===== src/rtl/trap_ctrl.sv =====
// trap_ctrl: machine-mode trap/mret sequencer driving the CSR trap-write port and fetch redirect.
// Ports: i_clk/i_rst (sync, active-high); commit-stage i_valid/i_pc/i_inst, exception flags,
// i_target_addr/i_mem_addr (tval sources), i_mret, async level i_irq with i_irq_en,
// i_mtvec/i_mepc from CSR file; o_trap_req/o_trap_pc/o_trap_cause/o_trap_tval to CSR file,
// o_flush (comb), o_stall, o_redirect/o_redirect_pc to fetch.
// Optional: define COTM32_TRAP_VECTORED_EN for vectored interrupt dispatch (mtvec mode 01).
package trap_ctrl_pkg;
  localparam int MXLEN = 32;
  typedef logic [MXLEN-1:0] trap_cause_t;
endpackage

module trap_ctrl
  import trap_ctrl_pkg::*;
#(
  parameter int SYNC_STAGES = 2
) (
  input  logic             i_clk,
  input  logic             i_rst,
  input  logic             i_valid,
  input  logic [MXLEN-1:0] i_pc,
  input  logic [31:0]      i_inst,
  input  logic             i_t_inst_misaligned,
  input  logic [MXLEN-1:0] i_target_addr,
  input  logic             i_t_illegal_inst,
  input  logic             i_t_ebreak,
  input  logic             i_t_ecall,
  input  logic             i_t_load_misaligned,
  input  logic             i_t_store_misaligned,
  input  logic [MXLEN-1:0] i_mem_addr,
  input  logic             i_mret,
  input  logic             i_irq,
  input  logic             i_irq_en,
  input  logic [MXLEN-1:0] i_mtvec,
  input  logic [MXLEN-1:0] i_mepc,
  output logic             o_trap_req,
  output logic [MXLEN-1:0] o_trap_pc,
  output trap_cause_t      o_trap_cause,
  output logic [MXLEN-1:0] o_trap_tval,
  output logic             o_flush,
  output logic             o_stall,
  output logic             o_redirect,
  output logic [MXLEN-1:0] o_redirect_pc
);
  typedef enum logic [1:0] {IDLE, TRAP, REDIR, RET} state_t;
  state_t state;
  logic [SYNC_STAGES-1:0] sync;
  logic take_irq, trap, accept;
  trap_cause_t cause_n;
  logic [MXLEN-1:0] tval_n, base, target;

  always_ff @(posedge i_clk)
    sync <= i_rst ? '0 : {sync[SYNC_STAGES-2:0], i_irq};

  assign take_irq = sync[SYNC_STAGES-1] & i_irq_en;
  assign trap = take_irq | i_t_inst_misaligned | i_t_illegal_inst | i_t_ebreak | i_t_ecall |
                i_t_load_misaligned | i_t_store_misaligned;
  assign accept = (state == IDLE) & i_valid & ~i_rst;
  assign o_flush = accept & (trap | i_mret);

  always_comb begin
    cause_n = take_irq            ? {1'b1, (MXLEN-1)'(11)} :
              i_t_inst_misaligned ? MXLEN'(0) :
              i_t_illegal_inst    ? MXLEN'(2) :
              i_t_ebreak          ? MXLEN'(3) :
              i_t_ecall           ? MXLEN'(11) :
              i_t_load_misaligned ? MXLEN'(4) : MXLEN'(6);
    tval_n  = take_irq            ? '0 :
              i_t_inst_misaligned ? i_target_addr :
              i_t_illegal_inst    ? MXLEN'(i_inst) :
              i_t_ebreak          ? i_pc :
              i_t_ecall           ? '0 : i_mem_addr;
  end

  assign base = {i_mtvec[MXLEN-1:2], 2'b00};
`ifdef COTM32_TRAP_VECTORED_EN
  // Only interrupts vector; exceptions always land on base.
  assign target = (i_mtvec[1:0] == 2'b01 && o_trap_cause[MXLEN-1]) ?
                  base + {o_trap_cause[MXLEN-3:0], 2'b00} : base;
`else
  logic unused_mode;
  assign unused_mode = &{1'b0, i_mtvec[1:0]};
  assign target = base;
`endif
  // CSR values are read live so the redirect sees the completed trap write.
  assign o_redirect_pc = state == REDIR ? target : state == RET ? i_mepc : '0;

  always_ff @(posedge i_clk) begin
    if (i_rst) begin
      state        <= IDLE;
      o_trap_req   <= 1'b0;
      o_redirect   <= 1'b0;
      o_stall      <= 1'b0;
      o_trap_pc    <= '0;
      o_trap_cause <= '0;
      o_trap_tval  <= '0;
    end else begin
      case (state)
        IDLE: begin
          if (accept && trap) begin
            state        <= TRAP;
            o_trap_req   <= 1'b1;
            o_stall      <= 1'b1;
            o_trap_pc    <= i_pc;
            o_trap_cause <= cause_n;
            o_trap_tval  <= tval_n;
          end else if (accept && i_mret) begin
            state      <= RET;
            o_redirect <= 1'b1;
            o_stall    <= 1'b1;
          end
        end
        TRAP: begin
          state      <= REDIR;
          o_trap_req <= 1'b0;
          o_redirect <= 1'b1;
        end
        default: begin
          state      <= IDLE;
          o_redirect <= 1'b0;
          o_stall    <= 1'b0;
        end
      endcase
    end
  end
endmodule


===== config.mk =====
export PLATFORM = sky130hd
export DESIGN_NAME = trap_ctrl
export DESIGN_NICKNAME = d
export VERILOG_FILES = /design/src/rtl/trap_ctrl.sv
export SDC_FILE = /design/constraint.sdc
export NUM_CORES = 1
export LEC_CHECK = 0
export ABC_AREA = 1
export CAP_MARGIN = 15
export CELL_PAD_IN_SITES_DETAIL_PLACEMENT = 0
export CELL_PAD_IN_SITES_GLOBAL_PLACEMENT = 1
export CORE_MARGIN = 2
export CORE_UTILIZATION = 20
export CTS_CLUSTER_SIZE = 10
export DETAILED_ROUTE_END_ITERATION = 8
export PLACE_DENSITY_LB_ADDON = 0.1
export SLEW_MARGIN = 20
export SYNTH_ARGS = -nofsm -noshare
export SYNTH_HDL_FRONTEND = slang
export SYNTH_SLANG_ARGS = --single-unit

===== constraint.sdc =====
create_clock -name i_clk -period 1.33 [get_ports i_clk]
set_input_delay 0.133 -clock i_clk [delete_from_list [all_inputs] [get_ports i_clk]]
set_output_delay 0.133 -clock i_clk [all_outputs]
set_load 0.01 [all_outputs]

* Word level (Yosys, flattened, before mapping) *
Cells that the tools add are included.

operators by class
  div/mod/pow operators = 0
  bitwise logic cells = 13
  reduce and logical (&&, ||, !) cells = 8
  mux-type cells = 23
  multiply operators = 0
  add/sub/neg operators = 0
  equality and inequality tests = 7
  $lt $le $gt $ge = 0
  shift operators = 0

operators with widths
  cell                                                                     number
  32-bit two-way mux                                                       8
  4-bit two-way mux                                                        4
  2-bit AND reduction                                                      4
  1-bit OR                                                                 7
  2-bit two-way mux                                                        3
  1-bit case mux with 2 select lines                                       3
  1-bit AND                                                                4
  2-bit == test, second input constant                                     2
  1-bit two-way mux                                                        4
  2-bit by 1-bit inequality test with 1-bit output, second input constant  2
  2-bit case mux with 2 select lines                                       1
  3-bit by 1-bit inequality test with 1-bit output, second input constant  1
  2-bit by 1-bit == test with 1-bit output, second input constant          1
  1-bit logical AND                                                        2
  2-bit zero test                                                          1
  2-bit inequality test, second input constant                             1
  1-bit inverter                                                           2
  2-bit nonzero test                                                       1

storage, ports and cells
  input port bits = 204
  bits in registers = 103
  latch bits = 0
  word-level logic and storage cells = 59
  output and inout port bits = 132
  memories = 0
  memory bits (writable) = 0
  memory bits (read-only) = 0

* Logic depth before layout (Yosys ltp) *
  depth in word-level cells = 10
  depth in mapped cells = 11
  gate-level depth less buffers = 8

* Least setup slack after synthesis *
OpenSTA, ideal clock, no wires.

  kind = register to register
  start point = register state[1]
  end point = register o_trap_pc[30]
  path slack = -0.036 ns
  required time = 1.261 ns
  arrival time = 1.297 ns
  buffers on the path = 3
  library setup time = 0.069 ns
  stages on the path, launching flop included = 11
  period minus slack after synthesis = 1.366 ns
  cell sequence = dfxtp_1 buf_2 inv_2 nand2_2 nor2_4 nand2_2 nand2_4 buf_12 buf_8 nand2_1 a21oi_2

on the way
  longest elaborated chain between the ends = 5

RTL lines
  what                               RTL line  RTL
  from (decl)                        45        state_t state;
  from (signal assigned)             89        state <= IDLE;
  from (signal assigned)             100       state <= TRAP;
  from (signal assigned)             107       state <= RET;
  2-bit zero test (*)                57, 97
  1-bit AND (2 in a row)             57        assign accept = (state == IDLE) & i_valid & ~i_rst;
  1-bit logical AND                  99        if (accept && trap) begin
  2-bit AND reduction (no line) (*)  n/a
  to (signal assigned)               103       o_trap_pc <= i_pc;
  to (decl)                          36        output logic [MXLEN-1:0] o_trap_pc,

Every way passes the cells marked *; elsewhere a longest branch is shown, timed or not.
A chain may end at the register's enable or synchronous reset.

* Worst setup path in the final report *
  start point = register state[0]
  end point = output o_redirect_pc[20]

on the way
  longest elaborated chain between the ends = 3
  elaborated cells on any way between the ends = 4
  classes of those cells = eq/ne: 2; mux: 2

RTL lines
  what                    RTL line  RTL
  2-bit == test           85        assign o_redirect_pc = state == REDIR ? target : state == RET ? i_mepc : '0;
  32-bit two-way mux      85
  32-bit two-way mux (*)  85
  to (decl)               42        output logic [MXLEN-1:0] o_redirect_pc

Marked as above.

==> Implementation_results.wiki <==
{| class="wikitable"
! Metric !! Value
|-
| Minimum setup slack among reg-to-reg paths || -230 ps
|-
| Worst slack on hold paths || 295 ps
|-
| Outcome || finished, violations left
|-
| Violation count after the first detailed-route iteration || 260
|-
| Final non-filler cell total || 1480
|-
| Post-synthesis sequential area ratio || 31.2%
|-
| Height of the die || 160 um
|-
| Leak Pwr || 4.76 nW
|-
| TritonCTS clock tree || built
|-
| Most common cell after layout, fill and taps aside || sky130_fd_sc_hd__clkdlybuf4s50_1
|-
| Synthesis-stage register bit count || 76
|-
| Residual antenna-violating net count after detailed routing || 0
|-
| Root buf cell || sky130_fd_sc_hd__clkbuf_16
|-
| Worst slew margin relative to its limit || 55.9%
|-
| Largest net degree at the start of global routing || 41
|-
| Final weighted congestion of routability-driven global placement || 0.828
|-
| Final setup violation count || 106
|-
| Fraction of post-synthesis cell area in the top cell type by area || 31.2%
|-
| CTS H-tree lvls || 3
|-
| Register clock-pin slew on the reported worst setup and hold paths || 70 ps
|-
| Worst Tran Pin Value || 662 ps
|-
| Number of global-route vias before repair || 6167
|-
| Die ar. || 25600 um^2
|-
| DP Cell Count || 1420
|-
| Clk Latency, worst-skew pair || 350 ps
|-
| Router iterations before antenna repair || 4
|-
| Clock buffers created by TritonCTS || 9
|-
| Critical Path Source Type || register
|-
| Final critical-path share of the clock period || 118%
|-
| Hold buffers post-CTS || 0
|-
| Crit. Startpoint || state[0]
|-
| Class of the tightest hold or removal check || in -> reg
|-
| Area of the core || 24100 um^2
|-
| Total power consumption of the routed design || 0.00964 W
|-
| Design area || 9960 um^2
|-
| Synth Area per Inst || 6.08 um^2
|-
| Critical path fanouts, max || 15
|-
| Mapped cell area || 4870 um^2
|-
| Number of buffers between clock root and the deepest sink || 2
|-
| First-pass GRT wire length || 37.4 mm
|-
| Aggregate global routing overflow || 0
|-
| P&R area growth vs syn || 105%
|-
| Critical path endpoint category || output pin
|-
| Antenna diodes || 0
|-
| Critical Path Sink || o_redirect_pc[20]
|-
| Minimum clock period after layout || 1570 ps
|-
| Cell taking the most area after synthesis || sky130_fd_sc_hd__dfxtp_1
|-
| Total Routing Usage GR || 19.0%
|-
| Final count of hold timing violations || 0
|-
| VDD IR-drop max || 0.634 mV
|-
| Final setup skew || 9.52 ps
|-
| Crit path required time || 1200 ps
|-
| Setup repair after global routing missed its margin || true
|-
| Cell count after synthesis || 801
|-
| Setup ws final || -243 ps
|-
| Effective utilization at floorplan || 20.2%
|-
| Count of yosys warnings during synthesis || 0
|-
| Number of nets in the finished design || 1356
|-
| Worst r2r dst || o_trap_tval[26]
|-
| Post-Place Cell Area || 8410 um^2
|-
| Count of buffers from port buffering || 306
|-
| Top Ports || 336
|-
| Width of the die || 160 um
|-
| Commonest cells after routing, fill and taps aside || 198 x sky130_fd_sc_hd__clkdlybuf4s50_1, 137 x sky130_fd_sc_hd__nand2_1, 104 x sky130_fd_sc_hd__nor2_1, 74 x sky130_fd_sc_hd__inv_1, 73 x sky130_fd_sc_hd__dfxtp_1
|-
| Cell Rows || 57
|-
| Post-detailed-route DRC marker count || 0
|-
| Avg WL per Cell || 17.3 um
|-
| Count of distinct cell types in the synthesized netlist || 26
|-
| Via Count || 6231
|-
| Depth of the worst register-to-register path || 11
|-
| Fraction of final layout cells sized beyond drive strength 1 || 26.1%
|-
| Dpl hpwl || 17.5 mm
|-
| Violated checks || negative setup slack
|-
| Data arrival time of the worst path || 1440 ps
|-
| Clock sink total || 76
|-
| Finished Core Util || 41.3%
|-
| Startpoint of the worst-slack reg-to-reg timing path || state[1]
|-
| Pins Over Slew Limit || 0
|-
| Top post-synthesis cells by area || sky130_fd_sc_hd__dfxtp_1 31%, sky130_fd_sc_hd__nand2_1 14%, sky130_fd_sc_hd__o21ai_0 9.2%
|-
| Max_cap viols || 0
|-
| Setup Crit Path Kind || reg -> out
|-
| Power per Cell Area || 968 nW/um^2
|-
| Routed via count divided by cell count || 4.21
|-
| Max Clock Freq || 0.636 GHz
|-
| Total wire length after detailed routing || 25.6 mm
|-
| Antenna violations before repair || 0
|}
-- metrics by stage --
stage | setup TNS (ps) | setup WS, ps
final | -18590 | -243
after global routing | -26580 | -316
after CTS | -18230 | -247
after detailed placement | -49910 | -695
after global placement | -50270 | -720
after floorplan | -279 | -19.0
-- synthesized netlist by cell type --
master / count
sky130_fd_sc_hd__nand2_2: 20
sky130_fd_sc_hd__dfxtp_1: 76
sky130_fd_sc_hd__o21ai_0: 90
sky130_fd_sc_hd__clkbuf_2: 1
sky130_fd_sc_hd__nor2_1: 108
sky130_fd_sc_hd__clkbuf_1: 34
sky130_fd_sc_hd__clkinv_2: 2
sky130_fd_sc_hd__inv_1: 79
sky130_fd_sc_hd__a31oi_1: 2
sky130_fd_sc_hd__buf_2: 9
sky130_fd_sc_hd__nand2_1: 188
sky130_fd_sc_hd__or2_2: 1
sky130_fd_sc_hd__o21ai_1: 10
sky130_fd_sc_hd__nand2_4: 1
sky130_fd_sc_hd__buf_4: 28
sky130_fd_sc_hd__buf_12: 1
sky130_fd_sc_hd__nor3_1: 32
sky130_fd_sc_hd__a21oi_1: 20
sky130_fd_sc_hd__buf_6: 4
sky130_fd_sc_hd__a21oi_2: 18
sky130_fd_sc_hd__inv_2: 2
sky130_fd_sc_hd__buf_1: 7
sky130_fd_sc_hd__buf_8: 2
sky130_fd_sc_hd__nor2_4: 2
sky130_fd_sc_hd__nand3_1: 63
sky130_fd_sc_hd__conb_1: 1
-- layout make-up --
class | count | area (um^2)
Fill cell | 2612 | 14100
Timing Repair Buffer | 400 | 4280
Multi-Input combinational cell | 582 | 3120
Sequential cell | 76 | 1530
Tap cell | 324 | 405
Inverter | 83 | 337
Clock buffer | 9 | 225
Clock inverter | 6 | 66.3
-- routing by layer --
layer / part of all wire [%] / GRT usage [%]
met3: 6.7 / 4.55
met2: 49 / 33.3
met5: 0 / 0
met1: 43 / 23.2
met4: 1.6 / 5.24
-- registers in the layout, summed over array words and instances (netlist names) --
| signal | cells |
|---|---|
| o_trap_pc | 32 |
| o_stall | 1 |
| state | 2 |
| o_redirect | 1 |
| sync | 2 |
| o_trap_req | 1 |
| o_trap_cause | 5 |
| o_trap_tval | 32 |
-- worst min path at each step --
stage / depth (start not counted) / endpoint / startpoint
2_1_floorplan: 2 / sync[0] / i_irq
3_3_place_gp: 2 / sync[1] / sync[0]
3_5_place_dp: 2 / sync[1] / sync[0]
4_1_cts: 5 / state[1] / i_rst
5_1_grt: 3 / sync[0] / i_irq
6_report: 3 / sync[0] / i_irq
-- repair_timing --
item | 4_1_cts | 5_1_grt
buffers inserted | 16 | 13
pin swaps | 7 | 36
setup endpoints to repair | 178 | 111
cloned | 10 | 11
hold endpoints to repair | 0 | 0
resized for setup | 257 | 157
-- kinds of logic (layout without fill, tap and decap cells) --
logic type             count (synthesis)  count (layout)  share of synthesized area (%)
AO/OA/AOI/OAI                        140             140                           15.8
AND/OR/NAND/NOR                      415             415                           36.0
other                                  1              27                         0.0770
flip-flops                            76              76                           31.2
buffers and inverters                169             498                           16.9
-- power by group --
part | internal, W | switching [W] | leakage, nW | total [W]
Combinational | 0.00235 | 0.00209 | 4.00 | 0.00444
Clock | 0.00144 | 0.00103 | 0.134 | 0.00247
Sequential | 0.00256 | 0.000174 | 0.626 | 0.00273
Total | 0.00634 | 0.00330 | 4.76 | 0.00964
-- worst max-delay path: stages (launching register included) --
cell	delay (ps)
sky130_fd_sc_hd__dfxtp_4	380
sky130_fd_sc_hd__clkinv_4	80
sky130_fd_sc_hd__bufbuf_16	290
sky130_fd_sc_hd__nand3_1	70
sky130_fd_sc_hd__nand2_1	50
sky130_fd_sc_hd__clkdlybuf4s15_2	220
Note: power is estimated with default switching activity, not from simulation.
